`config.mk`:
```
export PLATFORM = sky130hd
export DESIGN_NAME = prbs_test_ctrl
export DESIGN_NICKNAME = d
export VERILOG_FILES = /design/src/rtl/prbs_test_ctrl.sv
export SDC_FILE = /design/constraint.sdc
export NUM_CORES = 1
export LEC_CHECK = 0
export BUFFER_PORTS_ARGS = -buffer_cell sky130_fd_sc_hd__clkbuf_2
export CELL_PAD_IN_SITES_DETAIL_PLACEMENT = 0
export CELL_PAD_IN_SITES_GLOBAL_PLACEMENT = 1
export CORE_MARGIN = 8
export CORE_UTILIZATION = 35
export DETAILED_ROUTE_END_ITERATION = 10
export PLACE_DENSITY = 0.78
export SLEW_MARGIN = 20
export SYNTH_ARGS = -nofsm -noshare
export SYNTH_HDL_FRONTEND = slang
export SYNTH_SLANG_ARGS = --single-unit
```
`constraint.sdc`:
```
create_clock -name GEN_CLK -period 3.7 [get_ports GEN_CLK]
set_input_delay 0 -clock GEN_CLK [delete_from_list [all_inputs] [get_ports GEN_CLK]]
set_output_delay 0 -clock GEN_CLK [all_outputs]
set_load 0.02 [all_outputs]
```
`src/rtl/prbs_test_ctrl.sv`:
```
// ---------------------------------------------------------------------------
// prbs_test_ctrl
//
// Sequencer for a PRBS link test. It holds the pattern generator in reset
// for a fixed number of cycles and releases it. It then measures the
// round-trip latency from the generator's start marker to the far-end
// checker's start detect. While the test runs it counts cycles and word
// errors, and it finishes on a programmed length, an abort, or a latency
// timeout.
//
// Parameters
//   HOLD_CYC  cycles PRBS_RST is held high after START (1..255)
//   LAT_MAX   latency / alignment timeout in GEN_CLK cycles (1..255)
//
// Optional feature
//   PRBS_INJ_EN  when defined, INJ_REQ sampled in RUN produces a one-cycle
//                INJ_ERR strobe on the following cycle. When undefined,
//                INJ_ERR is tied low and INJ_REQ is ignored.
//
// Ports
//   GEN_CLK   in   1   sole clock, rising edge
//   RST       in   1   synchronous active-high reset
//   START     in   1   test start request (IDLE/END/TOUT only)
//   STOP      in   1   abort/end request
//   RUN_LEN   in  32   test length in RUN cycles, 0 = until STOP
//   INJ_REQ   in   1   request to corrupt one generator word
//   TX_STRT   in   1   start-pattern marker from the generator
//   RX_STRT   in   1   start-pattern detect from the checker
//   RX_ERR    in   1   per-cycle word-mismatch flag from the checker
//   PRBS_RST  out  1   generator reset
//   INJ_ERR   out  1   error-inject strobe to the generator
//   BUSY      out  1   test in progress (HOLD/ALIGN/RUN)
//   DONE      out  1   test ended normally (END)
//   FAIL      out  1   latency timeout (TOUT)
//   LATENCY   out  8   measured start-marker latency
//   ERR_CNT   out 32   errored RUN cycles, saturating
//   CYC_CNT   out 32   RUN cycles, saturating
//   STATE     out  3   current FSM state
// ---------------------------------------------------------------------------
module prbs_test_ctrl #(
  parameter int unsigned HOLD_CYC = 4,
  parameter int unsigned LAT_MAX  = 200
) (
  input  logic        GEN_CLK,
  input  logic        RST,
  input  logic        START,
  input  logic        STOP,
  input  logic [31:0] RUN_LEN,
  input  logic        INJ_REQ,
  input  logic        TX_STRT,
  input  logic        RX_STRT,
  input  logic        RX_ERR,
  output logic        PRBS_RST,
  output logic        INJ_ERR,
  output logic        BUSY,
  output logic        DONE,
  output logic        FAIL,
  output logic [7:0]  LATENCY,
  output logic [31:0] ERR_CNT,
  output logic [31:0] CYC_CNT,
  output logic [2:0]  STATE
);

  typedef enum logic [2:0] {
    ST_IDLE  = 3'd0,
    ST_HOLD  = 3'd1,
    ST_ALIGN = 3'd2,
    ST_RUN   = 3'd3,
    ST_END   = 3'd4,
    ST_TOUT  = 3'd5
  } state_t;

  localparam logic [7:0] HOLD_LAST = 8'(HOLD_CYC - 1);
  localparam logic [7:0] LAT_LAST  = 8'(LAT_MAX - 1);
  localparam logic [7:0] LAT_TOP   = 8'(LAT_MAX);

  state_t      state;
  logic [7:0]  hold_cnt;
  logic [7:0]  align_cnt;
  logic [7:0]  lat_cnt;
  logic        tx_seen;
  logic [31:0] run_len_q;

  logic [7:0]  lat_now;
  logic [31:0] cyc_inc;
  logic [31:0] err_inc;

  // The latency counter reads zero on the cycle TX_STRT arrives. This makes
  // a same-cycle TX_STRT/RX_STRT pair report zero latency, and it lets that
  // first cycle take part in the timeout check.
  assign lat_now = tx_seen ? lat_cnt : 8'd0;

  // Both run counters stick at all-ones instead of wrapping.
  assign cyc_inc = (CYC_CNT == 32'hFFFF_FFFF) ? CYC_CNT : CYC_CNT + 32'd1;
  assign err_inc = (ERR_CNT == 32'hFFFF_FFFF) ? ERR_CNT : ERR_CNT + 32'd1;

  assign STATE = state;

  // Main test FSM. Status outputs are registered together with each
  // transition, so they always agree with STATE on the same cycle.
  always_ff @(posedge GEN_CLK) begin
    if (RST) begin
      state     <= ST_IDLE;
      PRBS_RST  <= 1'b1;
      BUSY      <= 1'b0;
      DONE      <= 1'b0;
      FAIL      <= 1'b0;
      LATENCY   <= 8'd0;
      ERR_CNT   <= 32'd0;
      CYC_CNT   <= 32'd0;
      hold_cnt  <= 8'd0;
      align_cnt <= 8'd0;
      lat_cnt   <= 8'd0;
      tx_seen   <= 1'b0;
      run_len_q <= 32'd0;
    end else begin
      case (state)
        ST_IDLE, ST_END, ST_TOUT: begin
          if (START) begin
            state     <= ST_HOLD;
            PRBS_RST  <= 1'b1;
            BUSY      <= 1'b1;
            DONE      <= 1'b0;
            FAIL      <= 1'b0;
            LATENCY   <= 8'd0;
            ERR_CNT   <= 32'd0;
            CYC_CNT   <= 32'd0;
            hold_cnt  <= 8'd0;
            run_len_q <= RUN_LEN;
          end
        end

        ST_HOLD: begin
          if (STOP) begin
            state    <= ST_END;
            PRBS_RST <= 1'b1;
            BUSY     <= 1'b0;
            DONE     <= 1'b1;
            LATENCY  <= 8'd0;
          end else if (hold_cnt == HOLD_LAST) begin
            state     <= ST_ALIGN;
            PRBS_RST  <= 1'b0;
            align_cnt <= 8'd0;
            lat_cnt   <= 8'd0;
            tx_seen   <= 1'b0;
          end else begin
            hold_cnt <= hold_cnt + 8'd1;
          end
        end

        // Once TX_STRT has been seen, RX_STRT captures the latency. If no
        // RX_STRT arrives before the counter would reach LAT_MAX, the test
        // times out. Before TX_STRT, RX_STRT is meaningless, and the
        // separate alignment counter bounds how long we wait for TX_STRT.
        ST_ALIGN: begin
          if (STOP) begin
            state    <= ST_END;
            PRBS_RST <= 1'b1;
            BUSY     <= 1'b0;
            DONE     <= 1'b1;
            LATENCY  <= 8'd0;
          end else if (tx_seen || TX_STRT) begin
            if (RX_STRT) begin
              state   <= ST_RUN;
              LATENCY <= lat_now;
            end else if (lat_now == LAT_LAST) begin
              state    <= ST_TOUT;
              PRBS_RST <= 1'b1;
              BUSY     <= 1'b0;
              FAIL     <= 1'b1;
              LATENCY  <= LAT_TOP;
            end else begin
              tx_seen <= 1'b1;
              lat_cnt <= lat_now + 8'd1;
            end
          end else if (align_cnt == LAT_LAST) begin
            state    <= ST_TOUT;
            PRBS_RST <= 1'b1;
            BUSY     <= 1'b0;
            FAIL     <= 1'b1;
            LATENCY  <= LAT_TOP;
          end else begin
            align_cnt <= align_cnt + 8'd1;
          end
        end

        // The STOP cycle aborts the test and is not counted. The cycle that
        // brings CYC_CNT up to the programmed length is counted and ends
        // the test.
        ST_RUN: begin
          if (STOP) begin
            state    <= ST_END;
            PRBS_RST <= 1'b1;
            BUSY     <= 1'b0;
            DONE     <= 1'b1;
          end else begin
            CYC_CNT <= cyc_inc;
            if (RX_ERR) begin
              ERR_CNT <= err_inc;
            end
            if ((run_len_q != 32'd0) && (cyc_inc == run_len_q)) begin
              state    <= ST_END;
              PRBS_RST <= 1'b1;
              BUSY     <= 1'b0;
              DONE     <= 1'b1;
            end
          end
        end

        default: begin
          state    <= ST_IDLE;
          PRBS_RST <= 1'b1;
          BUSY     <= 1'b0;
          DONE     <= 1'b0;
          FAIL     <= 1'b0;
        end
      endcase
    end
  end

`ifdef PRBS_INJ_EN
  // The inject strobe follows each INJ_REQ sampled in RUN by one cycle.
  // Back-to-back requests therefore give back-to-back strobes, and
  // nothing is queued.
  always_ff @(posedge GEN_CLK) begin
    if (RST) begin
      INJ_ERR <= 1'b0;
    end else begin
      INJ_ERR <= INJ_REQ && (state == ST_RUN);
    end
  end
`else
  logic inj_req_unused;

  assign inj_req_unused = INJ_REQ;
  assign INJ_ERR        = 1'b0;
`endif

endmodule

```
==> run metrics <==
Final Hold Viols=0; Avg Cell Area, Syn=around 7.5 um^2; I/O Pins=120; Detailed Place HPWL=between 15,000 and 20,000 um; die width=166 um; #FFs+latches synth=approximately 140; Layout area overhead=27.0%; Peak Freq=around 0.28 GHz; Top FF cell, synth=dfxtp_1; reg2reg setup slack=between 100 and 150 ps; insertion delay to the later sink of the worst-skew pair=420 ps; crit share post-route=96.4%; initial antenna violation count=0; first-pass GRT wire length=between 40,000 and 50,000 um; Worst Tran Pin Value=839 ps; post-synthesis sequential area ratio=34.5%; Setup crit end kind=flop; power per cell area=between 400 and 500 mW/mm^2; crit-path max FO=7; # rows=55; Slew HR=between 40% and 50%; CTS tree=yes; # DRC=0; Max IR drop VDD=0.000277 V; WHS=roughly 40 ps; largest net degree at the start of global routing=50; internal power=around 3000 uW; Nets=1,256; Clock Skew=roughly 9.5 ps; Critical Path Start Type=flop; Hold Path Origin=RST; Mapped Cells=roughly 1,000; Core Area=about 0.022 mm^2; clk buf depth=2; hold path cells=2; Die Span Y=approximately 170 um; die area=approximately 0.028 mm^2; LEAKAGE=~0.004 uW; clk slew on worst S/H paths=roughly 60 ps; Diodes inserted=0; area leader, netlist=dfxtp_1; Hold EP=LATENCY[1]; grt total ovfl=0; Unique masters post-synth=77; YS warnings=0; top post-synthesis cells by area=dfxtp_1 34%, nand2_1 6.8%, nor2_1 6.6%; clk sinks=roughly 140; DP Worst Slack=149 ps; area post-placement=approximately 0.009 mm^2; Clk network pwr share=a little over two fifths; setup bufs post-CTS=0; fin. max-slew vios=0; Reg2Reg Depth=10; reg2reg end=STATE[2]; EDFF count, synth=0; vias=approximately 8,300; vias in the first global route=7,722; # Max-Cap Violations=0; cell area after synthesis=about 0.008 mm^2; Crit Path Class=reg2reg; routability cong.=between 0.9 and 1; RSZ-0062 raised after global routing=false; Setup WS post-layout=around 130 ps; synthesized net count=1,092; port bufs=approximately 120; part of the power in registers=~38%; crit path time final=around 3600 ps; Hold WC Path Type=in2reg; Design Area, Final=between 0.01 and 0.015 mm^2; starting density of the core=35.3%; Critical Path RT=4000 ps; sw frac=between 20% and 30%; share of cells above drive strength 1=a little over 20%; post-route ant nets=0; outcome=complete, no violations; H-tree Lvls=4; vias per cell=between 5 and 6; Synth top area share=between 30% and 40%; Routed Wire Length=between 20,000 and 30,000 um; crit path launch=CYC_CNT[15]; initial drt markers=approximately 800; ys async rst share=0%; Avg WL per Cell=17.8 um; Final Setup Violations=0; final core utilization=roughly 45%; total global-route track usage=approximately a fifth; part of the power in combinational logic=around a fifth; Worst R2R Start=CYC_CNT[15]; Crit path arrival time=around 3900 ps; TNS Setup=0 ps; clock buffer count from CTS=17; Psw=around 1300 uW; Clock Tree Root=clkbuf_16; DR pass1 iterations=5
==> worst max-delay path, stage by stage, from the launching register on <==
cell,delay [ps]
dfxtp_1,430
buf_4,190
and4_1,330
nand4_1,230
a2111oi_2,530
nor3b_1,90
nor4_1,440
nand4_1,270
o31a_1,430
nor2_2,160
mux2_1,330
==> area by class of cell <==
cell class                      instances  area (um^2)
Multi-Input combinational cell        818         4800
Clock buffer                           19          443
Timing Repair Buffer                  218         1430
Sequential cell                       136         2720
Clock inverter                         12          199
Tap cell                              285          357
Fill cell                            2292        12300
Inverter                               20         75.1
==> flip-flops by register name, summed over array words and instances, names as in the netlist <==
signal and cells:
BUSY 1, CYC_CNT 32, DONE 1, ERR_CNT 32, FAIL 1, LATENCY 8, PRBS_RST 1, STATE 3
align_cnt 8, hold_cnt 8, lat_cnt 8, run_len_q 32, tx_seen 1
==> stage by stage <==
stage                     cells  power (uW)
after floorplan            1047        2170
after global placement     1444        2470
after detailed placement   1444        2470
after CTS                  1508        4380
after global routing       1508        4530
final                      1508        4340
==> cell usage after synthesis (5+ instances only) <==
master and instances:
xor2_1 45, nor2_1 138, nand3_1 39, nand4_1 41, nor3_1 24, or3_1 7
inv_1 20, nor2b_1 6, nand2b_1 7, o21ai_0 43, a211oi_1 5, mux2_2 5
xnor2_1 29, and2_1 6, buf_2 22, a311oi_1 15, nand2_1 142, a21oi_1 86
ha_1 5, clkbuf_1 35, and4_1 16, nor3b_1 6, dfxtp_1 136, a22oi_1 8
and3_1 22, a31oi_1 19, buf_1 10, nor4_1 20, o211ai_1 5
==> power groups by stage <==
stage / Clock, uW / Combinational [uW] / Sequential, uW
6_report: 1880 / 837 / 1630
5_1_grt: 1960 / 927 / 1640
4_1_cts: 1910 / 842 / 1630
3_5_place_dp: 0 / 809 / 1660
3_3_place_gp: 0 / 807 / 1660
2_1_floorplan: 0 / 527 / 1650
==> kinds of logic (layout without fill, tap and decap cells) <==
group                      Yosys count  after routing  share of synthesized area, %
and+or+nand+nor                    501            501                          31.7
xor gates and xnor gates            74             74                          8.21
AOI/OAI and AO/OA                  229            229                          18.6
adders and majority gates            5              5                         0.792
DFF                                136            136                          34.5
other                                1              1                        0.0475
muxes                                8              8                          1.13
buffers and inverters               93            269                          5.07
==> worst max path at each step <==
stage                           to  slack, ps  cells after the start
after floorplan           STATE[2]        320                     11
after global placement    STATE[2]        200                     10
after detailed placement  STATE[2]        150                      9
after CTS                 STATE[2]        150                      9
after global routing      STATE[2]         20                      9
final                     STATE[2]        130                     10
==> routing by layer <==
metal | global-route usage [%] | vias up | routed length [um]
li1 | - | 4086 | -
met1 | 26.1 | 3892 | 12900
met2 | 29.5 | 264 | 11900
met3 | 4.06 | 29 | 1530
met4 | 5.69 | 0 | 490
met5 | 0 | - | 0
==> cells in the final DEF, fill, tap and decap left out, types with 8 or more instances in the layout <==
master and n:
a21oi_1 86, clkbuf_2 116, dlygate4sd3_1 33, a22oi_1 8, nor3_1 24, clkbuf_16 17, buf_4 69, dfxtp_1 136
nor2_1 137, a311oi_1 15, inv_1 20, nand4_1 41, and3_1 21, nand3_1 38, and4_1 16, a31oi_1 19
xnor2_1 29, o21ai_0 43, nor4_1 20, nand2_1 142, xor2_1 45
==> repair_timing <==
action	in CTS	in global routing
endpoints found under the hold margin	35	0
hold buffers	33	0
resized for setup	0	3
setup endpoints to repair	0	3
Note: power is estimated with default switching activity, not from simulation.
